<file path="config.mk">
export PLATFORM = sky130hd
export DESIGN_NAME = fetch_unit_flat
export DESIGN_NICKNAME = d
export VERILOG_FILES = /design/src/rtl/fetch_pkg.sv /design/src/rtl/fetch_if.sv /design/src/rtl/fetch_fifo.sv /design/src/rtl/fetch_unit.sv /design/src/flat_wrapper.sv
export SDC_FILE = /design/constraint.sdc
export NUM_CORES = 1
export LEC_CHECK = 0
export ABC_CLOCK_PERIOD_IN_PS = 7890
export BUFFER_PORTS_ARGS = -buffer_cell sky130_fd_sc_hd__buf_2
export CAP_MARGIN = 10
export CORE_ASPECT_RATIO = 0.6
export CORE_MARGIN = 2
export CORE_UTILIZATION = 60
export CTS_BUF_LIST = sky130_fd_sc_hd__clkbuf_8 sky130_fd_sc_hd__clkbuf_16
export DETAILED_ROUTE_END_ITERATION = 8
export HOLD_SLACK_MARGIN = 0.02
export PLACE_DENSITY = 0.81
export SETUP_SLACK_MARGIN = 0.5
export SLEW_MARGIN = 20
export SYNTH_ARGS = -nofsm -noshare
export SYNTH_HDL_FRONTEND = slang
export SYNTH_HIERARCHICAL = 1
export SYNTH_SLANG_ARGS = --single-unit
export TNS_END_PERCENT = 20
</file>
<file path="constraint.sdc">
create_clock -name clk -period 7.89 [get_ports clk]
set_input_delay 0.3945 -clock clk [delete_from_list [all_inputs] [get_ports clk]]
set_output_delay 0.3945 -clock clk [all_outputs]
set_load 0.05 [all_outputs]
</file>
<file path="src/rtl/fetch_pkg.sv">
// Shared constants, FSM state encoding and buffer entry layout for the fetch unit.
package fetch_pkg;

  localparam int unsigned INST_W        = 32;
  localparam int unsigned ADDR_W        = 32;
  localparam int unsigned DEFAULT_DEPTH = 4;
  localparam logic [ADDR_W-1:0] DEFAULT_RESET_PC = 32'h0000_0000;

  // IDLE: no request, WAIT: live request, DROP: request whose data is thrown away
  typedef enum logic [1:0] {
    FETCH_IDLE = 2'd0,
    FETCH_WAIT = 2'd1,
    FETCH_DROP = 2'd2
  } fetch_state_e;

  // One prefetch buffer entry
  typedef struct packed {
    logic [ADDR_W-1:0] pc;
    logic [INST_W-1:0] inst;
  } fetch_entry_t;

endpackage

</file>
<file path="src/rtl/fetch_if.sv">
// Instruction-memory, redirect and decode handshake bundle of the fetch unit.
interface fetch_if;
  import fetch_pkg::*;

  logic              imem_req;
  logic [ADDR_W-1:0] imem_addr;
  logic              imem_ack;
  logic [INST_W-1:0] imem_rdata;
  logic              redirect;
  logic [ADDR_W-1:0] redirect_pc;
  logic              inst_valid;
  logic              inst_ready;
  logic [INST_W-1:0] inst;
  logic [ADDR_W-1:0] inst_pc;

  // Fetch unit side
  modport master (
    output imem_req, imem_addr, inst_valid, inst, inst_pc,
    input  imem_ack, imem_rdata, redirect, redirect_pc, inst_ready
  );

  // Memory / execute / decode side
  modport slave (
    input  imem_req, imem_addr, inst_valid, inst, inst_pc,
    output imem_ack, imem_rdata, redirect, redirect_pc, inst_ready
  );

endinterface

</file>
<file path="src/rtl/fetch_fifo.sv">
// Prefetch buffer: synchronous FIFO with flush, occupancy count and head read-out.
module fetch_fifo
  import fetch_pkg::*;
#(
  parameter  int unsigned DEPTH = DEFAULT_DEPTH,
  localparam int unsigned PTR_W = (DEPTH > 1) ? $clog2(DEPTH) : 1,
  localparam int unsigned CNT_W = $clog2(DEPTH + 1)
) (
  input  logic             clk,
  input  logic             rst,
  input  logic             push,
  input  fetch_entry_t     push_data,
  input  logic             pop,
  input  logic             flush,
  output logic [CNT_W-1:0] count,
  output fetch_entry_t     head
);

  fetch_entry_t     mem [DEPTH];
  logic [PTR_W-1:0] wr_ptr;
  logic [PTR_W-1:0] rd_ptr;

  // Pointer, count and storage update; flush outranks push and pop
  always_ff @(posedge clk) begin
    if (rst) begin
      wr_ptr <= '0;
      rd_ptr <= '0;
      count  <= '0;
      for (int unsigned i = 0; i < DEPTH; i++) begin
        mem[i] <= '0;
      end
    end else if (flush) begin
      wr_ptr <= '0;
      rd_ptr <= '0;
      count  <= '0;
    end else begin
      if (push) begin
        mem[wr_ptr] <= push_data;
        wr_ptr      <= PTR_W'(wr_ptr + 1'b1);
      end
      if (pop) begin
        rd_ptr <= PTR_W'(rd_ptr + 1'b1);
      end
      case ({push, pop})
        2'b10:   count <= CNT_W'(count + 1'b1);
        2'b01:   count <= CNT_W'(count - 1'b1);
        default: count <= count;
      endcase
    end
  end

  // Head entry straight from storage
  assign head = mem[rd_ptr];

endmodule

</file>
<file path="src/rtl/fetch_unit.sv">
// Instruction fetch: request FSM, fetch PC tracking and a prefetch buffer toward decode.
module fetch_unit
  import fetch_pkg::*;
#(
  parameter logic [ADDR_W-1:0] RESET_PC = DEFAULT_RESET_PC,
  parameter int unsigned       DEPTH    = DEFAULT_DEPTH
) (
  input logic     clk,
  input logic     rst,
  fetch_if.master bus
);

  localparam int unsigned CNT_W = $clog2(DEPTH + 1);
  localparam logic [1:0] IDLE = FETCH_IDLE;
  localparam logic [1:0] WAIT = FETCH_WAIT;
  localparam logic [1:0] DROP = FETCH_DROP;
  localparam logic [ADDR_W-1:0] INST_BYTES = ADDR_W'(INST_W / 8);

  logic [1:0]        state, state_d;
  logic [ADDR_W-1:0] fetch_pc, fetch_pc_d;
  logic [ADDR_W-1:0] req_addr, req_addr_d;
  logic [ADDR_W-1:0] next_seq_pc;
  logic [CNT_W-1:0]  count;
  logic              push, pop, flush;
  logic              inst_valid;
  logic              room_after_push;
  fetch_entry_t      push_data;
  fetch_entry_t      head;

  assign inst_valid  = (count != '0);
  assign pop         = inst_valid && bus.inst_ready;
  assign flush       = bus.redirect;
  assign next_seq_pc = ADDR_W'(fetch_pc + INST_BYTES);
  assign push_data   = '{pc: fetch_pc, inst: bus.imem_rdata};

  // Room for another request once this cycle's push and any pop settle
  assign room_after_push = pop ? (count < CNT_W'(DEPTH)) : (count < CNT_W'(DEPTH - 1));

  // State, fetch PC and request address registers
  always_ff @(posedge clk) begin
    if (rst) begin
      state    <= IDLE;
      fetch_pc <= RESET_PC;
      req_addr <= RESET_PC;
    end else begin
      state    <= state_d;
      fetch_pc <= fetch_pc_d;
      req_addr <= req_addr_d;
    end
  end

  // Next-state, PC and push decisions; redirect always wins over an ack
  always_comb begin
    state_d    = state;
    fetch_pc_d = fetch_pc;
    req_addr_d = req_addr;
    push       = 1'b0;
    case (state)
      IDLE: begin
        if (bus.redirect) begin
          fetch_pc_d = bus.redirect_pc;
        end else if (count < CNT_W'(DEPTH)) begin
          state_d    = WAIT;
          req_addr_d = fetch_pc;
        end
      end
      WAIT: begin
        if (bus.redirect) begin
          fetch_pc_d = bus.redirect_pc;
          state_d    = bus.imem_ack ? IDLE : DROP;
        end else if (bus.imem_ack) begin
          push       = 1'b1;
          fetch_pc_d = next_seq_pc;
          if (room_after_push) begin
            req_addr_d = next_seq_pc;
          end else begin
            state_d = IDLE;
          end
        end
      end
      DROP: begin
        if (bus.redirect) begin
          fetch_pc_d = bus.redirect_pc;
        end
        if (bus.imem_ack) begin
          state_d = IDLE;
        end
      end
      default: begin
        state_d = IDLE;
      end
    endcase
  end

  fetch_fifo #(
    .DEPTH (DEPTH)
  ) u_fifo (
    .clk       (clk),
    .rst       (rst),
    .push      (push),
    .push_data (push_data),
    .pop       (pop),
    .flush     (flush),
    .count     (count),
    .head      (head)
  );

  // Outputs decoded from registered state and buffer head
  assign bus.imem_req   = (state != IDLE);
  assign bus.imem_addr  = req_addr;
  assign bus.inst_valid = inst_valid;
  assign bus.inst       = head.inst;
  assign bus.inst_pc    = head.pc;

endmodule
</file>
<file path="src/flat_wrapper.sv">
// flat-port wrapper written by rule: the top's interface ports become plain ports
module fetch_unit_flat import fetch_pkg::*;
#(
  parameter logic [ADDR_W-1:0] RESET_PC = DEFAULT_RESET_PC,
  parameter int unsigned       DEPTH    = DEFAULT_DEPTH
)
  (clk, rst, bus_imem_req, bus_imem_addr, bus_inst_valid, bus_inst, bus_inst_pc, bus_imem_ack, bus_imem_rdata, bus_redirect, bus_redirect_pc, bus_inst_ready);
  fetch_if bus_i ();
  input logic clk;
  input logic rst;
  output wire logic [$bits(bus_i.imem_req)-1:0] bus_imem_req;
  output wire logic [$bits(bus_i.imem_addr)-1:0] bus_imem_addr;
  output wire logic [$bits(bus_i.inst_valid)-1:0] bus_inst_valid;
  output wire logic [$bits(bus_i.inst)-1:0] bus_inst;
  output wire logic [$bits(bus_i.inst_pc)-1:0] bus_inst_pc;
  input wire logic [$bits(bus_i.imem_ack)-1:0] bus_imem_ack;
  input wire logic [$bits(bus_i.imem_rdata)-1:0] bus_imem_rdata;
  input wire logic [$bits(bus_i.redirect)-1:0] bus_redirect;
  input wire logic [$bits(bus_i.redirect_pc)-1:0] bus_redirect_pc;
  input wire logic [$bits(bus_i.inst_ready)-1:0] bus_inst_ready;
  assign bus_imem_req = bus_i.imem_req;
  assign bus_imem_addr = bus_i.imem_addr;
  assign bus_inst_valid = bus_i.inst_valid;
  assign bus_inst = bus_i.inst;
  assign bus_inst_pc = bus_i.inst_pc;
  assign bus_i.imem_ack = bus_imem_ack;
  assign bus_i.imem_rdata = bus_imem_rdata;
  assign bus_i.redirect = bus_redirect;
  assign bus_i.redirect_pc = bus_redirect_pc;
  assign bus_i.inst_ready = bus_inst_ready;
  fetch_unit #(.RESET_PC(RESET_PC), .DEPTH(DEPTH)) u_core (.clk(clk), .rst(rst), .bus(bus_i));
endmodule
</file>
## Word-level counts from Yosys, hierarchy flattened

Memory sizes are Yosys's and may differ from the RTL's. A register that Yosys moved wholly into a read port is not among the register bits.
Index checks and enable logic that the tools add are counted.

| storage, ports and cells | value |
|---|---|
| flip-flop bits (word level) | 73 |
| RAM bits | 256 |
| input port bits | 69 |
| output and inout port bits | 98 |
| word-level logic and storage cells | 74 |
| memories kept | 1 |

Memories:

| name | words | width | read ports | clocked after memory_dff | wr ports | line | text |
|---|---|---|---|---|---|---|---|
| u_core.u_fifo.mem | 4 | 64 | 1 | 1 | 4 | fetch_fifo.sv:19 | `fetch_entry_t mem [DEPTH];` |

| operators by class | value |
|---|---|
| add/subtract/negate cells | 5 |
| $lt $le $gt $ge | 2 |
| equal/unequal tests | 13 |
| muxes and demuxes | 34 |
| reduce and logical (&&, ||, !) cells | 13 |

Operators by type and width:

| kind | number |
|---|---|
| 32-bit 2-to-1 mux | 8 |
| 32-bit case mux with 2 select lines | 2 |
| 64-bit 2-to-1 mux | 1 |
| 64-bit OR reduction | 1 |
| 32-bit by 3-bit adder with 32-bit output (second input constant) | 1 |
| 2-bit 2-to-1 mux | 10 |
| 1-bit 2-to-1 mux | 11 |
| 2-bit != test (second input constant) | 4 |
| 2-bit nonzero test | 4 |
| 2-bit by 1-bit != test with 1-bit output (second input constant) | 3 |
| 3-bit != test (second input constant) | 2 |
| 2-bit case mux with 3 select lines | 1 |
| 3-bit case mux with 2 select lines | 1 |
| 6-bit AND reduction | 1 |
| 5-bit AND reduction | 1 |
| 2-bit by 1-bit adder with 2-bit output (second input constant) | 2 |
| 2-bit by 1-bit equality test with 1-bit output (second input constant) | 2 |
| 2-bit equality test (second input constant) | 2 |
| 2-bit OR reduction | 2 |
| 3-bit by 1-bit adder with 3-bit output (second input constant) | 1 |
| 3-bit by 2-bit < comparator with 1-bit output (second input constant) | 1 |
| 3-bit < comparator (second input constant) | 1 |
| 3-bit AND reduction | 1 |
| 3-bit nonzero test | 1 |
| 3 further kinds | 3 |

## Longest topological paths before layout

| depth | value |
|---|---|
| word-level depth | 9 |
| gate-level depth with buffers | 11 |
| gate-level depth less buffers | 10 |

## Modules after synthesis

The synthesis kept the hierarchy.

Modules (own cells, without submodules):

| module | instances | cells an instance | area each (µm²) | seq. area each (µm²) |
|---|---|---|---|---|
| fetch_fifo | 1 | 737 | 11338.4 | 7867.5 |
| fetch_unit | 1 | 485 | 3776.1 | 1321.3 |

## Worst setup path after synthesis

No wires, ideal clock.

| timing path | value |
|---|---|
| kind | input-to-reg |
| start point | input bus_redirect |
| end point | memory u_core/u_fifo/mem[1][0] (netlist bit), enable pin |
| setup time | 0.433 ns |
| arrival time | 2.686 ns |
| required time | 7.457 ns |
| path slack | 4.772 ns |
| cell stages on the path | 6 |
| path buffers | 1 |
| cells stage by stage | clkbuf_1 -> nand3b_1 -> inv_1 -> and2b_1 -> nand2_1 -> nand2b_1 |

RTL lines:

| element | line | text |
|---|---|---|
| start: declaration | flat_wrapper.sv:18 | `input wire logic [$bits(bus_i.redirect)-1:0] bus_redirect;` |
| end: declaration | fetch_fifo.sv:19 |  |

==> results.json <==
{
  "max_freq_ghz": 0.2581,
  "wl_per_cell_um": 20.72,
  "grt_pass1_vias": 9638,
  "hold_class": "primary input to flop",
  "end_kind": "flop",
  "synth_top_family_by_area": "simple AND/OR/NAND/NOR gates",
  "via_per_inst": 6.117,
  "crit_start": "u_core/state[0]",
  "die_w_um": 208.9,
  "nNetsFinal": 1404,
  "start_kind": "flop",
  "period_share_pct": 49.10,
  "antenna_found_initial": 0,
  "io-pin-count": 167,
  "dpl-instance-area_sq_um": 15860,
  "grt_start_max_net_pins": 81,
  "synth_simple_gate_area_share_pct": 16.73,
  "synth_cells": 1222,
  "status": "finished, final reports clean",
  "grt_setup_unrepaired": "false",
  "yosys.cell_count.top_type": "nor2_1",
  "clock_latency_ns": 0.55,
  "slowest_delay_ns": 1.08,
  "finalSetupViolCount": 0,
  "drive_gt1_share_pct": 22.29,
  "cts_buffer_depth": 3,
  "synth_compound_gate_area_share_pct": 5.762,
  "hold_start": "bus_imem_ack",
  "via_count": 10259,
  "hold_buffers": 0,
  "regToRegStartpoint": "u_core/state[0]",
  "setup_tns_ns": 0,
  "synth_commonest_cells": "nor2_1, edfxtp_1, dfxtp_1, nand2b_1, mux4_2",
  "grt.total_usage_pct": 26.13,
  "fin_area_sq_um": 16870,
  "synthMuxAreaShare_pct": 10.10,
  "synth-xor-area-share_pct": 1.970,
  "num_antenna_cells": 0,
  "seq_area_frac_synth_pct": 60.79,
  "synth_edf_count": 256,
  "drtAntennaViolNets": 0,
  "die_area_sq_um": 26520,
  "dr.pass1.iters": 6,
  "clock-sinks": 331,
  "core_sq_um": 24440,
  "synth_fa_ha_area_share_pct": 0.2980,
  "maxSlewViolCount": 0,
  "die_h_um": 126.9,
  "multiInputGateArea_sq_um": 5334,
  "cts_tree": "done",
  "nFillCells": 1723,
  "cp.arrival_ns": 4.04,
  "synth.area.top_cells": "edfxtp_1, dfxtp_1, mux4_2",
  "cp_data_required_time_ns": 8.05,
  "synth_top_area_cell": "edfxtp_1",
  "cts_setup_buffers": 0,
  "crit_type": "flop to flop",
  "cts-root-buf": "clkbuf_16",
  "drt_iter0_drc": 1126,
  "cts_max_level": 1,
  "ctsResizeCount": 0,
  "portBuffers": 166,
  "yosys_warnings": 6,
  "syn_area_sq_um": 15110,
  "drv_cap": 0,
  "path_cells": "nor2b_1, buf_4, nand3b_1, inv_1, nand3_4, nand2b_4",
  "grt_overflow": 0,
  "power.static_leakage_nw": 5.918,
  "rows": 44,
  "wirelength_mm": 34.74,
  "critical-path-slowest-cell": "nand2b_4",
  "regArea_sq_um": 9196,
  "synth-seq-cells": 331,
  "ir_drop_uv": 174.5,
  "hold_violations": 0,
  "netlist.area_leader.share_pct": 50.86,
  "dp_hpwl_mm": 21.05,
  "start_util_pct": 61.83,
  "final_util_pct": 69.00,
  "pwr_density_cell_nw_per_um2": 224.1,
  "clk_pin_slew_ns": 0.07,
  "ys.flop_type": "edfxtp_1",
  "cp_num_buf_inv": 2,
  "synthArstFlopShare_pct": 0,
  "critPathMaxFanout": 65,
  "gp_congestion": 0.9122,
  "synth.distinct_cells": 67,
  "grt_pass1_wl_mm": 53.88,
  "drcViolationCount": 0,
  "synth_area_per_cell_sq_um": 12.37,
  "crit_family": "simple AND/OR/NAND/NOR gates",
  "fin_crit_ns": 3.874,
  "slew_headroom_pct": 25.17,
  "areaGrowthSynthToFinish_pct": 11.59,
  "cts-buffers-inserted": 29,
  "syn_nets": 1294,
  "worst_pin_slew_ns": 1.122,
  "worst_clock_skew_ns": 0.01476
}
## report_power, final
group / total [W] / internal [W] / switching [W]
clock: 0.00144 / 0.000828 / 0.000614
sequential: 0.00199 / 0.00195 / 0.0000468
combinational: 0.000344 / 0.0000979 / 0.000247
## through the flow
step / setup slack [ns] / power (W) / instances / hold WS (ns)
final: 4.016 / 0.003780 / 1677 / 0.07605
after CTS: 4.151 / 0.003794 / 1676 / 0.05412
after floorplan: 4.772 / 0.002269 / 1222 / 0.4494
after detailed placement: 4.149 / 0.002371 / 1622 / 0.4846
after global routing: 3.774 / 0.003897 / 1677 / 0.07513
after global placement: 4.283 / 0.002363 / 1622 / 0.4743
## registers in the layout, indices dropped and copies added (netlist names), named ones only
signal,count
u_core/fetch_pc,32
u_core/u_fifo/mem,256
u_core/u_fifo/count,3
u_core/bus.imem_addr,32
u_core/state,2
u_core/u_fifo/wr_ptr,2
u_core/u_fifo/rd_ptr,2
## cell usage in the layout (no fill, tap or decap), types with 4 or more instances in the layout
master / n
nor2_1: 324
edfxtp_1: 256
buf_2: 165
dfxtp_1: 73
nand2b_1: 68
mux4_2: 60
nand2_1: 44
a211oi_1: 31
clkbuf_16: 29
a21oi_1: 28
xnor2_1: 27
nor3_1: 20
nor4_1: 18
o21ai_0: 17
inv_1: 15
nand3_1: 14
buf_4: 10
nand4_1: 10
clkinv_2: 7
and4_1: 7
xor2_1: 7
mux2i_1: 7
a32oi_1: 6
a31oi_1: 6
and3_1: 6
or3_1: 6
a22oi_1: 5
nor2b_1: 5
and2_1: 5
bufinv_16: 4
mux4_1: 4
## layout make-up
cell class / count / share of cell area (%)
flip-flops and latches: 331 / 54.53
multi-input cells: 786 / 31.62
repair buffers: 176 / 5.504
clock buffers: 32 / 4.547
well taps: 322 / 2.389
clock inverters: 22 / 1.231
inverters: 8 / 0.1780
## worst paths after layout
kind	cells past startpoint	slack, ns	endpoint
max	6	4.02	u_core/u_fifo/mem[2][30]
min	2	0.08	u_core/state[1]
max reg2reg	6	4.02	u_core/u_fifo/mem[2][30]
min reg2reg	2	0.50	u_core/bus.imem_addr[15]
## layer usage
layer	up-vias	wire length, um	track usage [%]	part of all wire (%)
met2	546	15860	39.92	46
met1	4985	14830	39.17	43
li1	4661	-	-	-
met5	-	0	0	0
met3	67	3261	5.199	9.4
met4	0	789	6.303	2.3
## cells by family (layout without fill, tap and decap cells)
family / Yosys count / count (layout)
compound gates: 127 / 127
buf+inv: 105 / 238
simple gates: 551 / 551
mux: 71 / 71
flops: 331 / 331
fa+ha+maj: 3 / 3
xor+xnor: 34 / 34
Note: power is estimated with default switching activity, not from simulation.
